### src/rtl/sdram_cmd_decode.sv
// UART command parser for the SDRAM write path: frames write/read packets and
// buffers write payload in a show-ahead FIFO drained by the sdram_write stage.
module sdram_cmd_decode #(
    parameter logic [7:0]  WR_CMD  = 8'h55,
    parameter logic [7:0]  RD_CMD  = 8'hAA,
    parameter int          WR_LEN  = 4,
    parameter int          FIFO_AW = 4,
    parameter logic [15:0] TIMEOUT = 16'd50000
) (
    input  logic               sclk,
    input  logic               s_rst,
    input  logic [7:0]         rx_data,
    input  logic               rx_flag,
    output logic               wr_trig,
    output logic               rd_trig,
    input  logic               wfifo_rd_en,
    output logic [7:0]         wfifo_rd_data,
    output logic               wfifo_empty,
    output logic               wfifo_full,
    output logic [FIFO_AW:0]   wfifo_cnt,
    output logic               pkt_err
);

    localparam int                 DEPTH    = 1 << FIFO_AW;
    localparam logic [FIFO_AW:0]   DEPTH_V  = (FIFO_AW + 1)'(DEPTH);
    localparam logic [3:0]         LAST_IDX = 4'(WR_LEN - 1);
    // The counter starts at 0 the cycle after a byte, so the abort decision is
    // taken one count early; pkt_err then lands TIMEOUT cycles after that byte.
    localparam logic [15:0]        TO_LAST  = TIMEOUT - 16'd2;

    typedef enum logic [0:0] {
        S_IDLE    = 1'b0,
        S_WR_DATA = 1'b1
    } state_t;

    state_t               r_state;
    state_t               w_state_nxt;

    logic [3:0]           r_byte_cnt;
    logic [15:0]          r_to_cnt;
    logic                 r_wr_trig;
    logic                 r_rd_trig;
    logic                 r_pkt_err;

    logic                 w_push_req;
    logic                 w_wr_trig_nxt;
    logic                 w_rd_trig_nxt;
    logic                 w_timeout;
    logic [3:0]           w_byte_cnt_nxt;
    logic [15:0]          w_to_cnt_nxt;

    logic [7:0]           r_mem [DEPTH];
    logic [FIFO_AW-1:0]   r_wr_ptr;
    logic [FIFO_AW-1:0]   r_rd_ptr;
    logic [FIFO_AW:0]     r_cnt;
    logic                 r_empty;
    logic                 r_full;

    logic                 w_wr_en;
    logic                 w_rd_en;
    logic [FIFO_AW:0]     w_cnt_nxt;

    // FSM state register
    always_ff @(posedge sclk) begin
        if (s_rst) begin
            r_state <= S_IDLE;
        end else begin
            r_state <= w_state_nxt;
        end
    end

    // FSM next-state logic
    always_comb begin
        w_state_nxt = r_state;
        case (r_state)
            S_IDLE: begin
                if (rx_flag && (rx_data == WR_CMD)) begin
                    w_state_nxt = S_WR_DATA;
                end else begin
                    w_state_nxt = S_IDLE;
                end
            end
            S_WR_DATA: begin
                if (rx_flag) begin
                    if (r_byte_cnt == LAST_IDX) begin
                        w_state_nxt = S_IDLE;
                    end else begin
                        w_state_nxt = S_WR_DATA;
                    end
                end else if (r_to_cnt == TO_LAST) begin
                    w_state_nxt = S_IDLE;
                end else begin
                    w_state_nxt = S_WR_DATA;
                end
            end
            default: w_state_nxt = S_IDLE;
        endcase
    end

    // FSM output logic: push request, trigger/abort decisions, counter updates
    always_comb begin
        w_push_req     = 1'b0;
        w_wr_trig_nxt  = 1'b0;
        w_rd_trig_nxt  = 1'b0;
        w_timeout      = 1'b0;
        w_byte_cnt_nxt = r_byte_cnt;
        w_to_cnt_nxt   = r_to_cnt;
        case (r_state)
            S_IDLE: begin
                if (rx_flag && (rx_data == WR_CMD)) begin
                    w_byte_cnt_nxt = 4'd0;
                    w_to_cnt_nxt   = 16'd0;
                end else if (rx_flag && (rx_data == RD_CMD)) begin
                    w_rd_trig_nxt  = 1'b1;
                end else begin
                    w_rd_trig_nxt  = 1'b0;
                end
            end
            S_WR_DATA: begin
                if (rx_flag) begin
                    w_push_req   = 1'b1;
                    w_to_cnt_nxt = 16'd0;
                    if (r_byte_cnt == LAST_IDX) begin
                        w_wr_trig_nxt  = 1'b1;
                        w_byte_cnt_nxt = 4'd0;
                    end else begin
                        w_byte_cnt_nxt = r_byte_cnt + 4'd1;
                    end
                end else if (r_to_cnt == TO_LAST) begin
                    w_timeout    = 1'b1;
                    w_to_cnt_nxt = 16'd0;
                end else begin
                    w_to_cnt_nxt = r_to_cnt + 16'd1;
                end
            end
            default: begin
                w_byte_cnt_nxt = 4'd0;
                w_to_cnt_nxt   = 16'd0;
            end
        endcase
    end

    // Framing counters and registered status pulses
    always_ff @(posedge sclk) begin
        if (s_rst) begin
            r_byte_cnt <= 4'd0;
            r_to_cnt   <= 16'd0;
            r_wr_trig  <= 1'b0;
            r_rd_trig  <= 1'b0;
            r_pkt_err  <= 1'b0;
        end else begin
            r_byte_cnt <= w_byte_cnt_nxt;
            r_to_cnt   <= w_to_cnt_nxt;
            r_wr_trig  <= w_wr_trig_nxt;
            r_rd_trig  <= w_rd_trig_nxt;
            r_pkt_err  <= (w_push_req & r_full) | w_timeout;
        end
    end

    // Fullness is the start-of-cycle value, so a same-cycle pop never rescues a push
    assign w_wr_en = w_push_req & ~r_full;
    assign w_rd_en = wfifo_rd_en & ~r_empty;

    // FIFO occupancy next value
    always_comb begin
        w_cnt_nxt = r_cnt;
        case ({w_wr_en, w_rd_en})
            2'b10:   w_cnt_nxt = r_cnt + (FIFO_AW + 1)'(1);
            2'b01:   w_cnt_nxt = r_cnt - (FIFO_AW + 1)'(1);
            default: w_cnt_nxt = r_cnt;
        endcase
    end

    // FIFO pointers and status flags
    always_ff @(posedge sclk) begin
        if (s_rst) begin
            r_wr_ptr <= '0;
            r_rd_ptr <= '0;
            r_cnt    <= '0;
            r_empty  <= 1'b1;
            r_full   <= 1'b0;
        end else begin
            if (w_wr_en) begin
                r_wr_ptr <= r_wr_ptr + FIFO_AW'(1);
            end
            if (w_rd_en) begin
                r_rd_ptr <= r_rd_ptr + FIFO_AW'(1);
            end
            r_cnt   <= w_cnt_nxt;
            r_empty <= (w_cnt_nxt == '0);
            r_full  <= (w_cnt_nxt == DEPTH_V);
        end
    end

    // FIFO storage write port
    always_ff @(posedge sclk) begin
        if (!s_rst && w_wr_en) begin
            r_mem[r_wr_ptr] <= rx_data;
        end
    end

    assign wfifo_rd_data = r_mem[r_rd_ptr];
    assign wfifo_cnt     = r_cnt;
    assign wfifo_empty   = r_empty;
    assign wfifo_full    = r_full;
    assign wr_trig       = r_wr_trig;
    assign rd_trig       = r_rd_trig;
    assign pkt_err       = r_pkt_err;

endmodule

### config.mk
export PLATFORM = sky130hd
export DESIGN_NAME = sdram_cmd_decode
export DESIGN_NICKNAME = d
export VERILOG_FILES = /design/src/rtl/sdram_cmd_decode.sv
export SDC_FILE = /design/constraint.sdc
export NUM_CORES = 1
export LEC_CHECK = 0
export BUFFER_PORTS_ARGS = -buffer_cell sky130_fd_sc_hd__buf_2
export CELL_PAD_IN_SITES_DETAIL_PLACEMENT = 1
export CELL_PAD_IN_SITES_GLOBAL_PLACEMENT = 1
export CORE_ASPECT_RATIO = 0.8
export CORE_UTILIZATION = 52
export DETAILED_ROUTE_END_ITERATION = 8
export PLACE_DENSITY = 0.83
export SYNTH_ARGS = -nofsm -noshare
export SYNTH_HDL_FRONTEND = slang
export SYNTH_SLANG_ARGS = --single-unit
### constraint.sdc
create_clock -name sclk -period 4.2 [get_ports sclk]
set_clock_uncertainty 0.2 [all_clocks]
set_input_delay 0.42 -clock sclk [delete_from_list [all_inputs] [get_ports sclk]]
set_output_delay 0.42 -clock sclk [all_outputs]
set_load 0.01 [all_outputs]
Word level (Yosys, flattened, before mapping)
Memories as Yosys holds them, arrays and structs flattened. A register that Yosys moved wholly into a read port is not among the register bits.
Index checks and enable logic that the tools add are counted.
- memory bits (writable): 128
- word-level logic and storage cells: 68
- memories: 1
- input bits: 12
- output and inout port bits: 18
- flip-flop bits (word level): 39
- multiplexer cells: 25
- equal/unequal tests: 9
- add/subtract/negate cells: 6
- reductions and logical operators: 8
- bitwise operators: 8
- memory list (memory ; words ; bits a word ; read ports ; clocked after Yosys merged registers in ; write ports ; line ; RTL):
    r_mem ; 16 ; 8 ; 1 ; 1 ; 1 ; 52 ; logic [7:0] r_mem [DEPTH];
- operators by type and width (kind ; number):
    $mux 16 ; 3
    $pmux 16 s2 ; 1
    $mux 4 ; 5
    $add 16x1->16 const B ; 1
    $eq 16x16->1 const B ; 1
    $mux 1 ; 13
    $add 4x1->4 const B ; 3
    $pmux 5 s2 ; 1
    $eq 8x7->1 const B ; 1
    $eq 8x8->1 const B ; 1
    $pmux 4 s2 ; 1
    $reduce_or 3->1 ; 2
    $add 5x1->5 const B ; 1
    $eq 5x5->1 const B ; 1
    $logic_not 5->1 ; 1
    $sub 5x1->5 const B ; 1
    $eq 4x2->1 const B ; 1
    $ne 2x2->1 const B ; 2
    $not 1->1 ; 4
    $and 1x1->1 ; 3
    $logic_and 1x1->1 ; 3
    $eq 2x1->1 const B ; 1
    $eq 2x2->1 const B ; 1
    $pmux 1 s2 ; 1
    3 further kinds ; 3

Logic depth before layout (Yosys ltp)
- depth in word-level cells: 6
- gate-level depth with buffers: 13
- mapped depth without buffers: 11

Least setup slack after synthesis
OpenSTA, ideal clock, no wires.
- path kind: reg2reg
- from: register r_state
- to: register r_full, in the netlist wfifo_full
- path buffers: 2
- setup time: 114 ps
- data required time: 3886 ps
- cell stages (with the launch flop): 14
- period minus slack after synthesis: 2961 ps
- setup slack: 1239 ps
- arrival time: 2647 ps
- cells stage by stage: dfxtp_1 clkbuf_1 nand2_1 nor2_1 inv_1 ha_1 buf_2 xor2_1 ha_1 nor3b_1 o21ai_1 a21oi_1 nand2_1 a2111oi_0
- longest elaborated chain between the ends: 5
- elaborated cells between the ends (all ways): 6
- classes of those cells: eq/ne: 3; mux: 2; bitwise: 1
- ends and longest elaborated chain (what ; line ; RTL):
    from (decl) ; 36 ; state_t r_state;
    from (signal assigned) ; 68 ; r_state <= w_state_nxt;
    $mux 1 * ; 108 ; case (r_state)
    $and 1x1->1 * ; 161 ; assign w_wr_en = w_push_req & ~r_full;
    $eq 2x1->1 or $eq 2x2->1 (tied branches) ; 167 ; case ({w_wr_en, w_rd_en})
    $pmux 5 s2 * ; 167 ;
    $eq 5x5->1 * ; 191 ; r_full <= (w_cnt_nxt == DEPTH_V);
    to (signal assigned) ; 191 ;
    to (decl) ; 57 ; logic r_full;
Every way passes the cells marked *; elsewhere a longest branch is shown, timed or not.
A chain may end at the register's enable or synchronous reset.

Final worst setup path
Same ends and word-level chain as after synthesis.

==> impl_results.md <==
- Post-CTS Resized: 0
- DRC Markers: 0
- Period utilisation layout: 83.64%
- Max FO, Critical Path: 9
- TritonCTS clock tree: built
- Post-Syn Nets: approximately 460
- Util after Layout: 61.09%
- Clock H-tree levels: 4
- Total power: about 3.4 mW
- TritonCTS Sinks: 171
- Row Count: 37
- Cell family with most CP delay: simple AND/OR/NAND/NOR gates
- Drt pass-1 iters: 5
- Cell area after synthesis: 7068 sq um
- Crit-path cells: nand2_1 > nor2_1 > inv_1 > ha_1 > xor2_1 > ha_1 > nor3b_1 > o21ai_1 > a21oi_1 > nand2_1 > a2111oi_0
- Cell leakage power: 2.674 nW
- Worst setup SP type: flip-flop
- Gp weighted congestion: around 0.74
- Multi-input gate area in the final layout: around 2200 sq um
- Antenna viol nets, final: 0
- CP max stage delay: 0.50 ns
- Via count: 4002
- Synth async-reset ratio: 0%
- Cells after Synth: around 440
- Final #Nets: 498
- Global-route wire length before repair: 24.79 mm
- Min-delay src: rx_flag
- CTS Hold Bufs: 0
- RSZ-0062 raised after global routing: no
- Finished layout cell area: roughly 8000 sq um
- Max-cap violations: 0
- Yosys warns: 0
- Largest net degree at the start of global routing: 33
- DPL Wire Length: 10.42 mm
- Max Slew Vio Count: 0
- Initial drt markers: 405
- CP max stage cell: dfxtp_1
- Die Y: 106.3 microns
- Total GRT Usage: roughly 25%
- Primary FF master, synth: edfxtp_1
- CTS buffer count: 17
- Vias in the first global route: between 4000 and 5000
- IO buf count: 29
- Layout cells sized above 1: roughly 18%
- Cell variety after synth: between 40 and 50
- Worst vdd ir: 0.3350 mV
- Syn-to-layout area delta: 12.83%
- Critical Path RT: ~4.3 ns
- Chip Width: 132.3 microns
- HP Class: in -> reg
- Routed len/inst: roughly 24 microns
- Setup Fix Bufs, Post-CTS: 0
- Register area: 4706 sq um
- Final std cells w/o fill: ~660
- #FFs+latches synth: 171
- Final hold violations: 0
- Setup tns final: 0 ns
- Clock-pin slew on the worst setup and hold paths: ~0.060 ns
- PwrDens: around 430 nW/um^2
- Post-synthesis sequential area ratio: 66.56%
- Setup WS pre-CTS: 0.7188 ns
- Endpoints failing setup: 0
- Diodes inserted: 0
- Clk Latency, worst-skew pair: 0.42 ns
- DP Cell Count: 631
- Syn Area/Cell: 16.21 sq um
- Worst path buffer plus inverter count: 1
- Placement Cell Area: around 7400 sq um
- CP Launch Point: r_state
- Kind of critical path: reg -> reg
- CP Data Arrival Time: 3.59 ns
- CTS root buf: clkbuf_16
- R2r startpoint: r_state
- Remaining Overflow, GRT: 0
- Status: finished, final reports clean
- Starting Density: 54.14%
- Filler cells: ~1200
- Final min period: 3.513 ns
- Vias/cell: 6.036
- Worst setup margin: between 0.6 and 0.7 ns
- CTS max path bufs: 2
- Antenna violations before repair: 0
- CP endpoint kind: flip-flop
- Min Hold Slack: 0.1537 ns
- Number of synthesized flops with an enable pin: 128
- Core ar.: roughly 13000 sq um
- Max Clk Rate: 0.2847 GHz
- Slew Limit Headroom: between 20% and 30%
- Die ar.: 14070 sq um
- WL final: 16.14 mm
- # IOs: 30
- Actual slew at the worst max-slew pin: around 1.1 ns
[layout by cell type, fill, tap and decap left out, types with 3 or more instances in the layout]
cell       Yosys  final
dfxtp_1       43     42
ha_1          11     11
clkinv_1       0      3
a21oi_1        9      9
nand2_1       23     23
nor2b_1        5      5
mux4_2        16     16
and3_1         4      4
nand2b_1       5      5
clkinv_2       0      6
and2_1         3      3
buf_2          4     29
nand3_1       11     11
buf_4          0     12
edfxtp_1     128    128
inv_1          5      5
nor2_1        48     48
nor3_1        11     11
bufinv_16      0      3
mux4_1        24     24
clkbuf_16      0     17
xnor2_1       16     16
xor2_1        10     10
nor4_1         6      6
nor3b_1        3      3
nand4_1        5      5
[per-layer routing]
metal	share of wire, %	track usage [%]	up-vias
met5	0	0	-
met4	1.7	9.031	0
met3	5.2	6.485	21
met2	51	42.03	118
met1	42	31.74	2086
li1	-	-	1777
[Yosys cell counts (all sizes together), types with 5 or more instances]
cell type    n  area share, %
edfxtp     128             54
nor2        48            2.5
dfxtp       43             12
mux4        40             14
nand2       23            1.2
xnor2       16            2.0
buf         13            1.4
ha          11            1.9
nand3       11           0.78
nor3        11           0.78
xor2        10            1.2
a21oi        9           0.64
clkbuf       8           0.42
nor4         6           0.53
inv          5           0.27
nand2b       5           0.44
nand4        5           0.44
nor2b        5           0.44
[worst register-to-register path: cells and delay by family, from the launching register on]
kind	cells	cell delay [ns]
and+or+nand+nor	4	0.94
AOI/OAI and AO/OA	3	0.85
buffers and inverters	1	0.14
adders and majority gates	2	0.56
xor gates and xnor gates	1	0.20
DFF	1	0.50
[report_power, final]
part           internal, mW  switching, mW
clock                 0.923          0.624
sequential             1.81       0.000437
combinational       0.00798         0.0313
total                  2.74          0.656
[logic make-up (layout without fill, tap and decap cells)]
group                      count (synthesis)  after routing  share of synthesized area, %
and+or+nand+nor                          135            135                         9.595
buffers and inverters                     26             78                         2.107
DFF                                      171            171                         66.56
xor gates and xnor gates                  26             26                         3.222
AOI/OAI and AO/OA                         25             25                         2.266
adders and majority gates                 11             11                         1.947
muxes                                     42             42                         14.30
[sequential cells by signal, indices dropped and copies added (netlist names), named ones only]
| name | count |
|---|---|
| r_byte_cnt | 4 |
| r_wr_ptr | 4 |
| r_to_cnt | 16 |
| wfifo_full | 1 |
| r_rd_ptr | 4 |
| r_mem | 128 |
| rd_trig | 1 |
| wfifo_empty | 1 |
| wr_trig | 1 |
| wfifo_cnt | 5 |
| r_state | 1 |
| pkt_err | 1 |
[worst paths after layout]
kind	cells past startpoint	slack (ns)	to
setup / recovery	11	0.69	wfifo_full
hold / removal	3	0.15	r_byte_cnt[1]
setup reg to reg	11	0.69	wfifo_full
hold reg to reg	2	0.31	r_byte_cnt[2]
[layout make-up]
class                      count  share of cell area, %
clock buffer                  17                  5.334
clock inverter                15                  1.961
inverter                       5                 0.2353
multi-input combinational    239                  27.77
sequential                   171                  59.01
tap                          175                  2.746
timing repair buffer          41                  2.949
No activity file was read; power rests on OpenSTA's default activity.
